File: src/rtl/i2s_frame_controller_if.sv
// Downstream stereo-frame handshake between the I2S frame controller and its consumer.
interface i2s_frame_controller_if;
  logic frame_valid;
  logic frame_ready;
  logic overrun;

  modport master (output frame_valid, output overrun, input frame_ready);
  modport slave  (input frame_valid, input overrun, output frame_ready);
endinterface

File: src/rtl/i2s_frame_controller.sv
// I2S timing master: divides mclk into sclk/ws, issues shift and latch strobes
// to the receiver datapath and hands completed stereo frames downstream.
module i2s_frame_controller #(
    parameter int WIDTH    = 16,
    parameter int SLOT     = 32,
    parameter int SCLK_DIV = 8,
    parameter int DELAY    = 0
) (
    input  logic                     mclk,
    input  logic                     rst,
    input  logic                     en,
    output logic                     sclk,
    output logic                     ws,
    output logic                     shift_en,
    output logic [$clog2(WIDTH)-1:0] bit_idx,
    output logic                     latch_l,
    output logic                     latch_r,
    i2s_frame_controller_if.master   frame,
    output logic                     busy
);

    localparam int DW = $clog2(SCLK_DIV);
    localparam int BW = $clog2(SLOT);
    localparam int IW = $clog2(WIDTH);

    localparam logic [DW-1:0] DIV_LAST  = DW'(SCLK_DIV - 1);
    localparam logic [DW-1:0] DIV_HALF  = DW'(SCLK_DIV / 2);
    localparam logic [DW-1:0] DIV_LATCH = DW'(SCLK_DIV / 2 + 1);
    localparam logic [BW-1:0] SLOT_LAST = BW'(SLOT - 1);
    localparam logic [BW-1:0] BIT_FIRST = BW'(DELAY);
    localparam logic [BW-1:0] BIT_LAST  = BW'(DELAY + WIDTH - 1);
    localparam logic [BW-1:0] MSB_IDX   = BW'(WIDTH - 1);
    localparam logic [BW:0]   WIN_LEN   = (BW + 1)'(WIDTH);

    typedef enum logic [1:0] {IDLE, RUN, STOP} state_t;

    state_t        state, state_n;
    logic [DW-1:0] div_cnt, div_n;
    logic [BW-1:0] bit_cnt, bit_n;
    logic          ws_n;
    logic          frame_end;
    logic [BW-1:0] win_off;
    logic          in_win;
    logic          latch_pt;

    always_ff @(posedge mclk) begin
        if (!rst) begin
            state             <= IDLE;
            div_cnt           <= '0;
            bit_cnt           <= '0;
            ws                <= 1'b0;
            sclk              <= 1'b0;
            frame.frame_valid <= 1'b0;
            frame.overrun     <= 1'b0;
        end else begin
            state   <= state_n;
            div_cnt <= div_n;
            bit_cnt <= bit_n;
            ws      <= ws_n;
            // registered from the next count so sclk lines up with div_cnt
            sclk    <= (div_n >= DIV_HALF);
            if (latch_r) begin
                frame.frame_valid <= 1'b1;
                frame.overrun     <= frame.frame_valid & ~frame.frame_ready;
            end else begin
                frame.overrun <= 1'b0;
                if (frame.frame_valid && frame.frame_ready)
                    frame.frame_valid <= 1'b0;
            end
        end
    end

    always_comb begin
        state_n   = state;
        div_n     = div_cnt;
        bit_n     = bit_cnt;
        ws_n      = ws;
        frame_end = ws && (bit_cnt == SLOT_LAST) && (div_cnt == DIV_LAST);

        if (state == IDLE) begin
            div_n = '0;
            bit_n = '0;
            ws_n  = 1'b0;
            if (en)
                state_n = RUN;
        end else begin
            if (div_cnt == DIV_LAST) begin
                div_n = '0;
                if (bit_cnt == SLOT_LAST) begin
                    bit_n = '0;
                    ws_n  = ~ws;
                end else begin
                    bit_n = bit_cnt + BW'(1);
                end
            end else begin
                div_n = div_cnt + DW'(1);
            end

            // the natural frame wrap already zeroes counters and ws on the way to IDLE
            if (state == RUN) begin
                if (!en)
                    state_n = STOP;
            end else if (en) begin
                state_n = RUN;
            end else if (frame_end) begin
                state_n = IDLE;
            end
        end
    end

    // offset wraps to a large value below DELAY, so one compare covers both window edges
    assign win_off  = bit_cnt - BIT_FIRST;
    assign in_win   = ({1'b0, win_off} < WIN_LEN);
    assign busy     = (state != IDLE);
    assign shift_en = busy && (div_cnt == DIV_HALF) && in_win;
    assign bit_idx  = shift_en ? IW'(MSB_IDX - win_off) : '0;
    assign latch_pt = busy && (div_cnt == DIV_LATCH) && (bit_cnt == BIT_LAST);
    assign latch_l  = latch_pt && !ws;
    assign latch_r  = latch_pt && ws;

endmodule

File: src/flat_wrapper.sv
// flat-port wrapper written by rule: the top's interface ports become plain ports
module i2s_frame_controller_flat 
#(
    parameter int WIDTH    = 16,
    parameter int SLOT     = 32,
    parameter int SCLK_DIV = 8,
    parameter int DELAY    = 0
)
  (mclk, rst, en, sclk, ws, shift_en, bit_idx, latch_l, latch_r, busy, frame_frame_valid, frame_overrun, frame_frame_ready);
  i2s_frame_controller_if frame_i ();
  input  logic mclk;
  input  logic rst;
  input  logic en;
  output logic sclk;
  output logic ws;
  output logic shift_en;
  output logic [$clog2(WIDTH)-1:0] bit_idx;
  output logic latch_l;
  output logic latch_r;
  output logic busy;
  output wire logic [$bits(frame_i.frame_valid)-1:0] frame_frame_valid;
  output wire logic [$bits(frame_i.overrun)-1:0] frame_overrun;
  input wire logic [$bits(frame_i.frame_ready)-1:0] frame_frame_ready;
  assign frame_frame_valid = frame_i.frame_valid;
  assign frame_overrun = frame_i.overrun;
  assign frame_i.frame_ready = frame_frame_ready;
  i2s_frame_controller #(.WIDTH(WIDTH), .SLOT(SLOT), .SCLK_DIV(SCLK_DIV), .DELAY(DELAY)) u_core (.mclk(mclk), .rst(rst), .en(en), .sclk(sclk), .ws(ws), .shift_en(shift_en), .bit_idx(bit_idx), .latch_l(latch_l), .latch_r(latch_r), .frame(frame_i), .busy(busy));
endmodule
File: config.mk
export PLATFORM = sky130hd
export DESIGN_NAME = i2s_frame_controller_flat
export DESIGN_NICKNAME = d
export VERILOG_FILES = /design/src/rtl/i2s_frame_controller_if.sv /design/src/rtl/i2s_frame_controller.sv /design/src/flat_wrapper.sv
export SDC_FILE = /design/constraint.sdc
export NUM_CORES = 1
export LEC_CHECK = 0
export CAP_MARGIN = 25
export CORE_UTILIZATION = 39
export CTS_BUF_LIST = sky130_fd_sc_hd__clkbuf_4
export CTS_CLUSTER_DIAMETER = 80
export CTS_CLUSTER_SIZE = 10
export DETAILED_ROUTE_END_ITERATION = 10
export PLACE_DENSITY_LB_ADDON = 0.3
export SLEW_MARGIN = 20
export SYNTH_ARGS = -nofsm -noshare
export SYNTH_HDL_FRONTEND = slang
export SYNTH_SLANG_ARGS = --single-unit
File: constraint.sdc
create_clock -name mclk -period 1.6 [get_ports mclk]
set_clock_uncertainty 0.2 [all_clocks]
set_input_delay 0.32 -clock mclk [delete_from_list [all_inputs] [get_ports mclk]]
set_output_delay 0.32 -clock mclk [all_outputs]
set_load 0.005 [all_outputs]
==> results of run 1 <==
==> cells in the final DEF, fill, tap and decap left out, types with 2 or more instances in the layout <==
master           count
and3_1               2
buf_2                6
buf_4               20
buf_6               10
clkbuf_4             4
clkdlybuf4s50_1      3
dfxtp_1              3
dfxtp_2              9
dlygate4sd2_1        4
ha_1                 2
ha_4                 5
inv_2                5
mux2i_1              2
nand2_4              2
nand3_2              2
nand4_1              3
nor2_1              10
nor2_2               3
nor3_1               2
==> metrics by stage <==
| step | setup slack [ns] | TNS [ns] | util | hold slack, ns | std cells |
|---|---|---|---|---|---|
| finish | -0.417 | -2.51 | 0.752 | 0.296 | 132 |
| CTS | -0.381 | -2.08 | 0.726 | 0.298 | 132 |
| global placement | -0.415 | -2.22 | 0.597 | 0.273 | 114 |
| floorplan | 0.0137 | 0 | - | 0.199 | 71 |
| detailed placement | -0.502 | -2.80 | 0.597 | 0.281 | 114 |
| global route | -0.461 | -3.41 | 0.752 | 0.329 | 132 |
==> power by group through the flow <==
| stage | Combinational (mW) | Sequential, mW | Clock, mW |
|---|---|---|---|
| final | 0.0561 | 0.330 | 0.219 |
| after global routing | 0.0607 | 0.331 | 0.240 |
| after CTS | 0.0547 | 0.331 | 0.224 |
| after detailed placement | 0.0378 | 0.338 | 0 |
| after global placement | 0.0369 | 0.338 | 0 |
| after floorplan | 0.0214 | 0.338 | 0 |
==> worst max-delay path by stage <==
stage,end,start,depth (start not counted)
2_1_floorplan,latch_l,u_core.bit_cnt[0]$_SDFFE_PP0P_,5
3_3_place_gp,latch_r,u_core.bit_cnt[0]$_SDFFE_PP0P_,6
3_5_place_dp,latch_l,u_core.bit_cnt[0]$_SDFFE_PP0P_,6
4_1_cts,latch_r,u_core.bit_cnt[1]$_SDFFE_PP0P_,7
5_1_grt,latch_r,u_core.bit_cnt[0]$_SDFFE_PP0P_,7
6_report,latch_r,u_core.bit_cnt[0]$_SDFFE_PP0P_,7
==> timing repair <==
action / CTS / global route
resized for setup: 70 / 14
endpoints found under the setup margin: 18 / 16
pin swaps: 12 / 12
setup buffers: 17 / 4
==> synth_stat cells, drive strengths merged <==
| cell type | n |
|---|---|
| nand3b | 1 |
| nand4 | 4 |
| a21oi | 2 |
| nor3b | 1 |
| dfxtp | 13 |
| and2 | 1 |
| nor2 | 13 |
| nor2b | 1 |
| nand3 | 3 |
| nand2 | 3 |
| xor2 | 1 |
| ha | 7 |
| nor3 | 2 |
| inv | 6 |
| or2 | 1 |
| a211oi | 1 |
| a31oi | 1 |
| nor4bb | 1 |
| buf | 2 |
| mux2i | 2 |
| and3 | 3 |
| o21ai | 2 |
==> final cells by class <==
| cell class | count | area share |
|---|---|---|
| Timing Repair Buffer | 43 | 0.309 |
| Inverter | 6 | 0.0194 |
| Sequential cell | 13 | 0.237 |
| Multi-Input combinational cell | 50 | 0.392 |
| Clock buffer | 4 | 0.0259 |
| Tap cell | 16 | 0.0173 |
==> registers in the layout, summed over array words and instances (netlist names) <==
signal	count
u_core.frame.overrun	1
u_core.state	2
u_core.ws	1
u_core.frame.frame_valid	1
u_core.div_cnt	3
u_core.bit_cnt	5
==> critical path, stage by stage (launching register included) <==
cell and delay [ns]:
dfxtp_2 0.37, ha_4 0.14, and3_4 0.21, ha_4 0.13
nand4_1 0.10, buf_4 0.16, inv_2 0.05, buf_6 0.08
==> routing by layer <==
layer,wire [microns],vias up,track usage,part of all wire
met5,0,-,0,0
met2,1060,11,0.448,0.55
met3,51,4,0.0894,0.026
li1,-,333,-,-
met4,34,0,0.0970,0.018
met1,788,331,0.220,0.41
==> cell families (layout without fill, tap and decap cells) <==
| family | after synthesis | in the layout | synth area share |
|---|---|---|---|
| adder cells (fa/ha/maj) | 7 | 7 | 0.132 |
| buffers and inverters | 8 | 53 | 0.0678 |
| AND/OR/NAND/NOR | 34 | 34 | 0.301 |
| XOR/XNOR | 1 | 1 | 0.0132 |
| flip-flops | 13 | 13 | 0.392 |
| AO/OA/AOI/OAI | 6 | 6 | 0.0640 |
| multiplexers | 2 | 2 | 0.0301 |
==> flow_summary.json, run 1 <==
{
  "switching_share": 0.221,
  "slew_viol_final": 0,
  "setup_viol_count_final": 15,
  "total_power_mw": 0.605,
  "synth_cells": 71,
  "critPathMaxFanout": 2,
  "layout_setup_ws_ns": -0.417,
  "track_usage": 0.236,
  "min_to": "u_core.frame.overrun$_SDFF_PN0_",
  "diodes": 0,
  "multiInputGateArea_sq_um": 454,
  "cts.sinks": 13,
  "seq_power_share": 0.545,
  "htreeDepth": 1,
  "cts_root_buffer": "clkbuf_4",
  "detailed_place_hpwl_microns": 1100,
  "clk_latency_ns": 0.28,
  "start_util": 0.431,
  "syn_avg_cell_area_sq_um": 9.36,
  "grt-ovfl-total": 0,
  "violations": "negative setup slack",
  "endpoint_kind": "output port",
  "worstSetupPathType": "register to output port",
  "timing.final.crit_share": 1.26,
  "cts_tree": "yes",
  "min_path_type": "register to register",
  "synth_nets": 82,
  "placed_cell_area_sq_um": 920,
  "cts_buffers": 3,
  "p_switching_mw": 0.134,
  "fin_area_sq_um": 1160,
  "hold_depth": 2,
  "timing.final.crit_period_ns": 2.02,
  "first_pass_iters": 3,
  "worstHoldStart": "u_core.frame.frame_valid$_SDFFE_PN0P_",
  "grt_pass1_vias": 697,
  "r2r_end": "u_core.bit_cnt[2]$_SDFFE_PP0P_",
  "yosysTopAreaCell": "dfxtp_1",
  "p_int_mw": 0.471,
  "io_pins": 16,
  "grt_max_degree": 10,
  "yosysWarningCount": 0,
  "area_growth_pct": 74.6,
  "cts_hold_buf": 0,
  "p_comb_frac": 0.093,
  "syn_area_sq_um": 664,
  "drv_cap": 0,
  "p_clk_frac": 0.362,
  "timing.slew.headroom": 0.805,
  "clockBufferDepth": 2,
  "reg2regPathDepth": 8,
  "routed_via_density": 5.14,
  "crit_required_ns": 1.08,
  "worst_pin_slew_ns": 0.292,
  "rsz0062_at_grt": "true",
  "wire_per_inst_microns": 14.7,
  "drt-total-wl_microns": 1940,
  "drtIter0Drc": 11,
  "place.gp.congestion": 0.771,
  "synth_cell_types": 25,
  "clk_pin_slew_ns": 0.08,
  "yosysSeqAreaShare": 0.392,
  "antenna_found_initial": 0,
  "critPathLaunchType": "register",
  "drc": 0,
  "outcome": "finished with violations",
  "yosysTopAreaCellShare": 0.392,
  "rr_startpoint": "u_core.bit_cnt[1]$_SDFFE_PP0P_",
  "grt_pass1_wl_microns": 3140,
  "core_area_sq_um": 1540,
  "hold_viol": 0,
  "vias": 679,
  "drive_gt1_frac": 0.629,
  "ant_nets": 0,
  "fill_cells": 101,
  "die_h_microns": 43.3,
  "cp.arrival_ns": 1.50,
  "portBuffers": 15,
  "fp.dieW_microns": 43.3,
  "row_count": 14,
  "ys_ff_latch": 13,
  "leakage_nw": 0.548,
  "die_area_sq_um": 1870,
  "power_density_nw_per_um2": 522,
  "vdd_drop_max_v": 0.000544,
  "seq_area_sq_um": 275,
  "fmax_mhz": 496,
  "r2r_setup_slack_ns": -0.20,
  "synth_area_leaders": "dfxtp_1, ha_1, nor2_1, buf_6, inv_1",
  "nets": 128
}
Power figures use the tool's default switching activity.
==> inputs of run 2 (changes only) <==
SLEW_MARGIN = unset   (was 20)
clock period = 2.5 ns   (was 1.6 ns; I/O delays follow)
==> run 2 against run 1 <==
  * The flow now finishes without violations
  * Largest cell class unchanged
  * Via count down 13%
  * Sequential share of layout area up 3.9 points
  * Hold slack worse by 0.0090 ns
  * Register-to-register slack better by 0.28 ns
  * Clock power down 35%
  * Sequential power down 36%
  * Combinational power down 58%
  * Core utilization down 13 points
  * Design area down 17%
==> flow_summary.json, run 2 (synthesis gave the netlist of run 1 again) <==
{
  "htreeDepth": 1,
  "track_usage": 0.186,
  "top_register": "u_core.bit_cnt",
  "slew_viol_final": 0,
  "core_area_sq_um": 1540,
  "diodes": 0,
  "clk_pin_slew_ns": 0.08,
  "cts_root_buffer": "clkbuf_4",
  "portBuffers": 15,
  "ant_nets": 0,
  "clk_latency_ns": 0.28,
  "timing.final.crit_share": 0.969,
  "r2r_end": "u_core.frame.overrun$_SDFF_PN0_",
  "worst_pin_slew_ns": 0.403,
  "cts_buffers": 3,
  "first_pass_iters": 4,
  "largestRegisters": "u_core.bit_cnt (5), u_core.div_cnt (3), u_core.state (2)",
  "grt_max_degree": 12,
  "antenna_found_initial": 0,
  "cp.arrival_ns": 2.45,
  "fill_cells": 121,
  "leakage_nw": 0.406,
  "seq_area_sq_um": 265,
  "grt_pass1_vias": 550,
  "routed_via_density": 5.16,
  "die_area_sq_um": 1870,
  "power_density_nw_per_um2": 393,
  "hold_depth": 2,
  "vias": 593,
  "setup_viol_count_final": 0,
  "drtIter0Drc": 20,
  "vdd_drop_max_v": 0.000269,
  "critPathLaunchType": "register",
  "outcome": "complete, no violations",
  "detailed_place_hpwl_microns": 902,
  "fp.dieW_microns": 43.3,
  "crit_required_ns": 2.53,
  "min_path_type": "register to register",
  "total_power_mw": 0.377,
  "area_growth_pct": 44.4,
  "nets": 111,
  "hold_viol": 0,
  "place.gp.congestion": 0.716,
  "endpoint_kind": "register",
  "fin_cells": 115,
  "multiInputGateArea_sq_um": 392,
  "reg2regPathDepth": 14,
  "clockBufferDepth": 2,
  "worstHoldStart": "u_core.frame.frame_valid$_SDFFE_PN0P_",
  "drt-total-wl_microns": 1470,
  "rr_startpoint": "u_core.bit_cnt[0]$_SDFFE_PP0P_",
  "min_to": "u_core.frame.overrun$_SDFF_PN0_",
  "timing.slew.headroom": 0.731,
  "grt-ovfl-total": 0,
  "largest_reg_flops": 5,
  "cts.sinks": 13,
  "row_count": 14,
  "timing.final.crit_period_ns": 2.42,
  "critPathMaxFanout": 3,
  "wire_per_inst_microns": 12.7,
  "fmax_mhz": 413,
  "die_h_microns": 43.3,
  "layout_common_cells": "nor2_1, clkdlybuf4s50_1, buf_4, dfxtp_1, inv_1",
  "cts_tree": "yes",
  "drive_gt1_frac": 0.263,
  "dp_cells": 100,
  "r2r_setup_slack_ns": 0.08,
  "io_pins": 16,
  "drc": 0,
  "drv_cap": 0,
  "worstSetupPathType": "register to register",
  "start_util": 0.431,
  "grt_pass1_wl_microns": 2370
}
[run 2: cell types whose count changed in the layout (fill, tap and decap cells not counted), moves of 3 or more]
cell             before  now
ha_4                  5    2
nor2_1               10   13
inv_2                 5    0
buf_4                20   11
nor2_2                3    0
ha_1                  2    5
clkdlybuf4s50_1       3   13
buf_6                10    0
buf_2                 6    0
dfxtp_2               9    1
dfxtp_1               3   11
inv_1                 1    6
[run 2: per-layer routing]
layer,up-vias,GRT usage,part of all wire
met5,-,0,0
met4,0,0.164,0.040
met2,21,0.304,0.49
li1,300,-,-
met3,5,0.0511,0.042
met1,267,0.189,0.43
[run 2: worst max-delay path, stage by stage, from the launching register on]
cell and delay [ns]:
dfxtp_4 0.37, ha_4 0.13, and3_4 0.20, ha_4 0.13
nand4_1 0.13, buf_4 0.18, buf_4 0.12, buf_4 0.12
buf_4 0.12, buf_4 0.12, buf_4 0.12, buf_4 0.12
buf_4 0.12, buf_4 0.12, nor2_1 0.08
[run 2: final cells by class]
class | count | share of cell area
Multi-Input combinational cell | 50 | 0.408
Sequential cell | 13 | 0.276
Tap cell | 16 | 0.0209
Inverter | 6 | 0.0235
Timing Repair Buffer | 26 | 0.240
Clock buffer | 4 | 0.0313
[run 2: worst max-delay path by stage]
stage                                    from                         endpoint  slack, ns  cells past startpoint
3_5_place_dp   u_core.bit_cnt[0]$_SDFFE_PP0P_                          latch_l       0.16                      6
3_3_place_gp   u_core.bit_cnt[0]$_SDFFE_PP0P_                          latch_r       0.20                      6
4_1_cts        u_core.bit_cnt[0]$_SDFFE_PP0P_  u_core.frame.overrun$_SDFF_PN0_       0.02                     15
5_1_grt        u_core.bit_cnt[0]$_SDFFE_PP0P_  u_core.frame.overrun$_SDFF_PN0_     -0.005                     14
6_report       u_core.bit_cnt[0]$_SDFFE_PP0P_  u_core.frame.overrun$_SDFF_PN0_       0.08                     14
2_1_floorplan  u_core.bit_cnt[0]$_SDFFE_PP0P_                          latch_l       0.74                      5
[run 2: power breakdown]
part           switching, mW  internal [mW]
clock                 0.0701         0.0730
combinational         0.0120         0.0115
sequential           0.00208          0.209
[run 2: repair_timing]
item,in CTS,in global routing
resized for setup,9,2
hold buffers,0,0
setup endpoints to repair,2,5
buffers inserted,12,0
[run 2: per-stage QoR]
stage	setup slack (ns)	setup TNS, ns	hold WS (ns)	cell area [sq um]	utilization
floorplan	0.738	0	0.253	664	-
global placement	0.200	0	0.269	812	0.527
detailed placement	0.161	0	0.277	812	0.527
CTS	0.0205	0	0.288	955	0.619
global route	-0.00458	-0.00458	0.322	960	0.623
finish	0.0774	0	0.287	960	0.623
